**config.mk**
```make
export PLATFORM = sky130hd
export DESIGN_NAME = bist_tpg
export DESIGN_NICKNAME = d
export VERILOG_FILES = /design/src/rtl/bist_tpg.sv
export SDC_FILE = /design/constraint.sdc
export NUM_CORES = 1
export LEC_CHECK = 0
export BUFFER_PORTS_ARGS = -buffer_cell sky130_fd_sc_hd__buf_4
export CAP_MARGIN = 10
export CORE_UTILIZATION = 49
export DETAILED_ROUTE_END_ITERATION = 8
export PLACE_DENSITY = 0.75
export SLEW_MARGIN = 20
export SYNTH_ARGS = -nofsm -noshare
export SYNTH_HDL_FRONTEND = slang
export SYNTH_SLANG_ARGS = --single-unit
```
**constraint.sdc**
```tcl
create_clock -name CLK -period 1.85 [get_ports CLK]
set_input_delay 0.2775 -clock CLK [delete_from_list [all_inputs] [get_ports CLK]]
set_output_delay 0.2775 -clock CLK [all_outputs]
set_load 0.005 [all_outputs]
```
**src/rtl/bist_tpg.sv**
```systemverilog
// BIST test-pattern generator: seeded 15-bit Fibonacci LFSR (x^15+x^14+1) stepped once per
// pattern, with start/done handshake, pattern counter, seed load and abort.
module bist_tpg #(
  parameter int          N_PATTERNS = 1000,
  parameter logic [14:0] SEED       = 15'h0001,
  parameter int          CNT_W      = 10
) (
  input  logic             CLK,
  input  logic             RST_N,
  input  logic             start,
  input  logic             abort,
  input  logic             seed_ld,
  input  logic [14:0]      seed_in,
  output logic             t0,
  output logic             t1,
  output logic             t2,
  output logic             valid,
  output logic             busy,
  output logic             done,
  output logic [CNT_W-1:0] pat_cnt,
  output logic [14:0]      lfsr_q
);

  typedef enum logic [1:0] {IDLE, RUN, DONE} state_t;

  localparam logic [CNT_W-1:0] LAST_CNT = CNT_W'(N_PATTERNS - 1);

  state_t           state_q, state_d;
  logic [14:0]      seed_q, seed_d;
  logic [14:0]      lfsr_d;
  logic [CNT_W-1:0] cnt_q, cnt_d;
  logic             valid_q, valid_d;
  logic             busy_q, busy_d;
  logic             done_q, done_d;
  logic [14:0]      seed_eff;
  logic [14:0]      run_seed;

  // A zero seed would lock the LFSR, so it is replaced by the default.
  assign seed_eff = (seed_in == 15'h0000) ? SEED : seed_in;
  assign run_seed = seed_ld ? seed_eff : seed_q;

  always_comb begin
    state_d = state_q;
    seed_d  = seed_q;
    lfsr_d  = lfsr_q;
    cnt_d   = cnt_q;
    case (state_q)
      IDLE: begin
        if (seed_ld) seed_d = seed_eff;
        if (start) begin
          state_d = RUN;
          lfsr_d  = run_seed;
          cnt_d   = '0;
        end
      end
      RUN: begin
        if (abort) begin
          state_d = IDLE;
          cnt_d   = '0;
        end else if (cnt_q == LAST_CNT) begin
          state_d = DONE;
        end else begin
          lfsr_d = {lfsr_q[13:0], lfsr_q[14] ^ lfsr_q[13]};
          cnt_d  = cnt_q + CNT_W'(1);
        end
      end
      DONE: begin
        if (seed_ld) seed_d = seed_eff;
        if (abort) begin
          state_d = IDLE;
          cnt_d   = '0;
        end else if (start) begin
          state_d = RUN;
          lfsr_d  = run_seed;
          cnt_d   = '0;
        end
      end
      default: state_d = IDLE;
    endcase
    // Status flags are decoded from the next state so they register alongside it.
    valid_d = (state_d == RUN);
    busy_d  = (state_d == RUN);
    done_d  = (state_d == DONE);
  end

  always_ff @(posedge CLK) begin
    if (!RST_N) begin
      state_q <= IDLE;
      seed_q  <= SEED;
      lfsr_q  <= SEED;
      cnt_q   <= '0;
      valid_q <= 1'b0;
      busy_q  <= 1'b0;
      done_q  <= 1'b0;
    end else begin
      state_q <= state_d;
      seed_q  <= seed_d;
      lfsr_q  <= lfsr_d;
      cnt_q   <= cnt_d;
      valid_q <= valid_d;
      busy_q  <= busy_d;
      done_q  <= done_d;
    end
  end

  assign t0      = lfsr_q[0];
  assign t1      = lfsr_q[1];
  assign t2      = lfsr_q[2];
  assign valid   = valid_q;
  assign busy    = busy_q;
  assign done    = done_q;
  assign pat_cnt = cnt_q;

endmodule

```
# Word-level counts from Yosys, hierarchy flattened
# Index checks and enable logic that the tools add are counted.
[op_classes]
mux = 17
add_sub_neg = 1
n_reduce_logical = 6
eq_ne = 9
bitwise = 1
[ops]
columns = ["operator", "n"]
rows = [
  ["15-bit 2-to-1 mux", 6],
  ["15-bit one-hot mux with 3 select lines", 1],
  ["10-bit 2-to-1 mux", 4],
  ["10-bit one-hot mux with 3 select lines", 1],
  ["15-bit zero test", 1],
  ["10-bit by 1-bit adder with 10-bit output (second input constant)", 1],
  ["10-bit equality test (second input constant)", 1],
  ["2-bit 2-to-1 mux", 4],
  ["2-bit inequality test (second input constant)", 3],
  ["2-bit one-hot mux with 3 select lines", 1],
  ["2-bit by 1-bit equality test with 1-bit output (second input constant)", 2],
  ["2-bit equality test (second input constant)", 2],
  ["4-bit AND reduction", 1],
  ["3-bit inequality test (second input constant)", 1],
  ["3-bit nonzero test", 1],
  ["2-bit zero test", 1],
  ["2-bit AND reduction", 1],
  ["2-bit OR reduction", 1],
  ["1-bit bitwise XOR", 1],
]
[totals]
output_inout_bits = 31
reg_bits = 44
inputBits = 20

# Longest topological paths before layout
# Gate-level depths: netlist of the first run.
[logic_depth]
depth_word = 6
mapped_depth = 9
ltp_nobuf = 6

# Least setup slack after synthesis of the first run
# OpenSTA, ideal clock, no wires.
[synth_path]
path_type = "register to register"
from = "register state_q[0]"
to = "register lfsr_q[10]"
path_buffers = 2
arrival_time_ns = 1.724
setup_time_ns = 0.115
path_stages_with_launch = 8
required_time_ns = 1.735
setup_slack_ns = 0.012
path_cell_list = "dfxtp_1 > ha_1 > buf_2 > inv_1 > o41a_1 > buf_2 > o2111a_1 > o21a_1"
[synth_via]
elab_chain_len = 3
[synth_lines]
columns = ["item", "line_no", "text"]
rows = [
  ["start, declared", "28", "state_t state_q, state_d;"],
  ["start signal, assigned", "96", "state_q <= state_d;"],
  ["2-bit by 1-bit equality test with 1-bit output (tied with other cells)", "47", "case (state_q)"],
  ["2-bit inequality test (no line) / 3-bit nonzero test (equally long branches)", "-", ""],
  ["4-bit AND reduction (no line)", "-", ""],
  ["end signal, assigned", "98", "lfsr_q <= lfsr_d;"],
  ["end, declared", "21", "output logic [14:0] lfsr_q"],
]
# Parallel ways exist; a longest one is shown, timed or not.
# A chain may end at the register's enable or synchronous reset.

# Final worst setup path of the first run
[layout_path]
from = "register state_q[1]"
to = "register lfsr_q[7]"
# Same word-level chain as after synthesis.

==> flow_summary.yaml, run 1 <==
outcome:
  outcome: "completed"
synthesis:
  synth_most_common_cell: "dfxtp_1"
  synthCells: 274
  synth_edf_count: 0
  synthTopCellsByCount: "dfxtp_1, nand2_1, mux2i_1, a21boi_1"
  synth_top_area_share_pct: 35.43
  synth_largest_area_cell: "dfxtp_1"
  synth_area_per_cell_um2: 9.073
  synth_ff_type: "dfxtp_1"
  syn_area_mm2: 0.002486
  synth_seq_cells: 44
  synth.area.top_cells: "dfxtp_1, mux2i_1, a21boi_1"
  syn-num-nets: 299
  yosysWarnings: 0
  seq_area_frac_synth_pct: 35.43
  synth.distinct_cells: 49
  async_flop_share_pct: 0
timing:
  max_freq_mhz: 568.3
  setup_violations: 0
  worst-slew-pin-transition_ns: 0.4255
  hold_viol_final: 0
  max-slew-margin-rel_pct: 71.26
  min_period_ns: 1.760
  tns_ns: 0
  clock_skew_ns: 0.007820
  maxSlewViolCount: 0
  grt_setup_unrepaired: "no"
  post-route-period-util_pct: 95.12
cells_and_area:
  final_layout_size_suffix_gt1_share_pct: 26.22
  multi_input_area_mm2: 0.001481
  area_growth_pct: 24.36
  num_antenna_cells: 0
  nets: 353
  final-seq-area_um2: 880.8
  fill_cells: 441
  utilization_pct: 64.18
floorplan:
  rows: 25
  dieWidth_um: 73.23
  core_mm2: 0.004817
  ioPinCount: 51
  design.die.area_mm2: 0.005363
  dieHeight_um: 73.23
  initial_core_util_pct: 51.61
power:
  leakage_nw: 1.472
  power_density_mw_per_mm2: 683.1
  ir_worst_vdd_mv: 0.4321
global_route:
  grtUsageTotal_pct: 23.95
  grt_first_pass_wirelength_mm: 9.804
  grt_pass1_vias: 2029
  grt_overflow: 0
  grt_antenna_before_repair: 0
  grt_max_degree: 25
place:
  place_hpwl_mm: 4.300
  portBuffers: 50
  place.gp.congestion: 0.8837
clock_network:
  numCtsBuffers: 5
  clock_latency_ns: 0.30
  ctsHtreeMaxLevel: 2
  cts_max_path_buffers: 2
  cts_hold_buf: 0
  cts-root-buf: "clkbuf_8"
  cts_tree: "done"
  path_clk_slew_ns: 0.09
  cts.sinks: 44
  postCtsSetupBuffers: 0
drt:
  first_pass_iters: 4
  wl_mm: 5.959
  routed_via_density: 5.841
  drc: 0
  num_vias: 2307
  drtIter0Drc: 130
  drtAntennaViolNets: 0
  wire_per_inst_um: 15.09
setup_path:
  endpoint_kind: "register"
  critPathKind: "register to register"
  worstPathRequired_ns: 2.05
  start_kind: "register"
  startpoint: "state_q[1]"
  timing.rr.start: "state_q[1]"
  arrival_ns: 1.96
  critPathMaxFanout: 23
min_path:
  hold_class: "input port to register"
  min_from: "seed_in[2]"
flow_run:
  max_cap_violations: 0
final timing paths:
check | slack [ns] | to | depth (start not counted)
setup / recovery | 0.09 | lfsr_q[7] | 7
hold reg to reg | 0.50 | lfsr_q[4] | 2
setup reg to reg | 0.09 | lfsr_q[7] | 7
hold / removal | 0.26 | seed_q[2] | 3
registers in the layout, indices dropped and copies added, names as in the netlist:
register  count
done          1
lfsr_q       15
state_q       2
seed_q       15
pat_cnt      10
busy          1
area by class of cell:
class                   instances  share of cell area [%]
inverters                       7                  0.8499
flip-flops and latches         44                   28.49
well taps                      67                   2.711
clock buffers                   5                   2.226
multi-input cells             200                   47.92
clock inverters                 2                  0.4047
repair buffers                 70                   17.40
report_power, final:
group / switching, W / total, W / internal [W]
Combinational: 0.000231 / 0.000466 / 0.000236
Sequential: 0.0000439 / 0.00106 / 0.00101
Clock: 0.000333 / 0.000589 / 0.000256
Total: 0.000607 / 0.00211 / 0.00150
cells in the final DEF, fill, tap and decap left out, types with 3 or more instances in the layout:
cell,n
o31ai_1,3
o2111a_1,9
inv_1,6
a21boi_1,17
dfxtp_1,44
buf_4,69
and4_1,3
nor2_1,10
o21ai_1,5
mux2i_1,19
clkbuf_8,5
o21ai_0,9
a21oi_1,11
nor2b_1,6
a31oi_1,4
o211a_1,9
o21a_1,10
nor4_1,4
o311ai_1,3
nand2_1,28
nand2b_1,7
ha_1,4
o2111ai_1,5
worst max-delay path: stages, from the launching register on:
cell and delay, ns:
dfxtp_1 0.31, inv_1 0.08, ha_2 0.26, inv_1 0.10
o41a_1 0.45, buf_12 0.17, o2111a_1 0.13, o21a_1 0.16
metal layers:
| metal | global-route usage [%] | wire (µm) | up-vias |
|---|---|---|---|
| met5 | 0 | 0 | - |
| met2 | 34.77 | 2607 | 68 |
| li1 | - | - | 1147 |
| met3 | 4.558 | 269 | 4 |
| met1 | 35.92 | 3028 | 1088 |
| met4 | 6.536 | 53 | 0 |
repair_timing:
action	CTS	global route
setup endpoints to repair	6	16
resized for setup	1	3
pin swaps	0	1
cell families (layout without fill, tap and decap cells):
family / count (synthesis) / count (layout) / synth area share [%]
muxes: 19 / 19 / 7.650
xor gates and xnor gates: 1 / 1 / 0.3524
adders and majority gates: 5 / 5 / 2.516
and+or+nand+nor: 77 / 77 / 17.46
AOI/OAI and AO/OA: 98 / 98 / 30.80
buffers and inverters: 30 / 84 / 5.787
DFF: 44 / 44 / 35.43
through the flow:
stage                     cell area (µm²)  hold WS [ns]  total power (W)  setup WS [ns]  std cells
after floorplan                      2486        0.4437         0.001358        0.01167        274
after global placement               2990        0.4790         0.001528        0.06912        388
after detailed placement             2990        0.4847         0.001539       -0.05906        388
after CTS                            3083        0.2517         0.002123        0.04236        395
after global routing                 3092        0.2654         0.002212        0.01735        395
final                                3092        0.2579         0.002112        0.09032        395
(Power assumes the default switching activity.)
==> run 2, diff against run 1 <==
RECOVER_POWER = 50   (was not set)
==> flow_summary.yaml, run 2 (synthesized netlist as in run 1, its figures left out) <==
setup_path:
  path_buf_inv: 2
  critPathKind: "register to register"
  arrival_ns: 1.97
  worstPathRequired_ns: 2.05
  endpoint_kind: "register"
  critical_path.max_stage_delay_ns: 0.45
  ff2ff_path_depth: 6
  r2r_slack_ns: 0.09
  start_kind: "register"
  crit_path_top_delay_cell: "o41a_1"
  critPathMaxFanout: 23
  r2r-end: "lfsr_q[12]"
  cp_top_family: "compound AO/OA/AOI/OAI gates"
  timing.rr.start: "state_q[0]"
  path_cells: "ha_2 -> inv_1 -> o41a_1 -> buf_12 -> o2111a_1 -> o21a_1"
clock_network:
  cts_hold_buf: 0
  cts.sinks: 44
  numCtsBuffers: 5
  path_clk_slew_ns: 0.09
  cts-root-buf: "clkbuf_8"
  clock_latency_ns: 0.30
  ctsHtreeMaxLevel: 2
  cts_max_path_buffers: 2
  postCtsSetupBuffers: 0
  cts_tree: "done"
timing:
  worst-slew-pin-transition_ns: 0.4266
  max-slew-margin-rel_pct: 71.18
  max_freq_mhz: 567.8
  grt_setup_unrepaired: "no"
  post-route-period-util_pct: 95.19
  min_period_ns: 1.761
  tns_ns: 0
  setup_violations: 0
  clock_skew_ns: 0.01094
  maxSlewViolCount: 0
  hold_viol_final: 0
drt:
  drc: 0
  wl_mm: 5.925
  wire_per_inst_um: 15.00
  drtIter0Drc: 123
  num_vias: 2300
  routed_via_density: 5.823
  first_pass_iters: 4
  drtAntennaViolNets: 0
min_path:
  hold_class: "input port to register"
  holdPathStages: 3
  min_from: "seed_in[2]"
  hold_end: "seed_q[2]"
cells_and_area:
  final_layout_size_suffix_gt1_share_pct: 24.39
  area_growth_pct: 23.45
  fill_cells: 447
  nets: 353
  layout_common_cells: "dfxtp_1, buf_4, nand2_1"
  num_antenna_cells: 0
  final-seq-area_um2: 880.8
  final_common_cell: "dfxtp_1"
  utilization_pct: 63.71
  multi_input_area_mm2: 0.001481
global_route:
  grt_overflow: 0
  grt_antenna_before_repair: 0
  grt_first_pass_wirelength_mm: 9.804
  grt_max_degree: 25
  grt_pass1_vias: 2029
  grtUsageTotal_pct: 23.95
floorplan:
  initial_core_util_pct: 51.61
  rows: 25
  dieHeight_um: 73.23
  ioPinCount: 51
  core_mm2: 0.004817
  dieWidth_um: 73.23
  design.die.area_mm2: 0.005363
place:
  place_hpwl_mm: 4.300
  portBuffers: 50
  place.gp.congestion: 0.8837
power:
  power_density_mw_per_mm2: 686.1
  leakage_nw: 1.434
  total_power_w: 0.002106
  ir_worst_vdd_mv: 0.4269
flow_run:
  max_cap_violations: 0
outcome:
  outcome: "completed"
==> run 2: what timing repair did <==
item / in CTS / in global routing
gates resized for setup: 1 / 3
pin swaps: 0 / 1
cloned: 0 / 0
endpoints found under the setup margin: 6 / 16
==> run 2: per-stage QoR <==
stage	area (µm²)	std cells	setup slack [ns]	hold WS, ns
floorplan	2486	274	0.01167	0.4437
global placement	2990	388	0.06912	0.4790
detailed placement	2990	388	-0.05906	0.4847
CTS	3083	395	0.04236	0.2517
global route	3069	395	0.01907	0.2654
finish	3069	395	0.08891	0.2615
==> run 2: worst max-delay path by stage <==
stage                          start  slack [ns]  cells past startpoint         end
final                     state_q[0]        0.09                      6  lfsr_q[12]
after global routing      pat_cnt[0]        0.02                      6   lfsr_q[6]
after CTS                 state_q[1]        0.04                      7   lfsr_q[7]
after detailed placement  state_q[1]       -0.06                      7   lfsr_q[3]
after global placement    state_q[1]        0.07                      7   lfsr_q[1]
after floorplan           state_q[0]        0.01                      7  lfsr_q[10]
==> run 2: worst min-delay path, delay by kind of cell <==
| kind | cells | cell delay (ns) |
|---|---|---|
| buffers and inverters | 1 | 0.09 |
| muxes | 1 | 0.06 |
| and+or+nand+nor | 1 | 0.09 |
==> run 2: layout make-up <==
type | instances | area share [%]
Multi-Input combinational cell | 200 | 48.27
Timing Repair Buffer | 70 | 16.80
Clock buffer | 5 | 2.242
Clock inverter | 2 | 0.4077
Sequential cell | 44 | 28.70
Inverter | 7 | 0.8561
Tap cell | 67 | 2.731
==> run 2: metal layers <==
| metal | track usage [%] | up-vias | wire, µm |
|---|---|---|---|
| li1 | - | 1142 | - |
| met1 | 35.92 | 1089 | 3013 |
| met2 | 34.77 | 63 | 2578 |
| met3 | 4.558 | 6 | 262 |
| met4 | 6.536 | 0 | 70 |
| met5 | 0 | - | 0 |
==> run 2: power by group <==
group	switching (W)	total, W	internal, W	leakage [nW]
Combinational	0.000231	0.000462	0.000232	1.03
Sequential	0.0000425	0.00106	0.00101	0.361
Clock	0.000332	0.000588	0.000256	0.0400
Total	0.000605	0.00211	0.00150	1.43
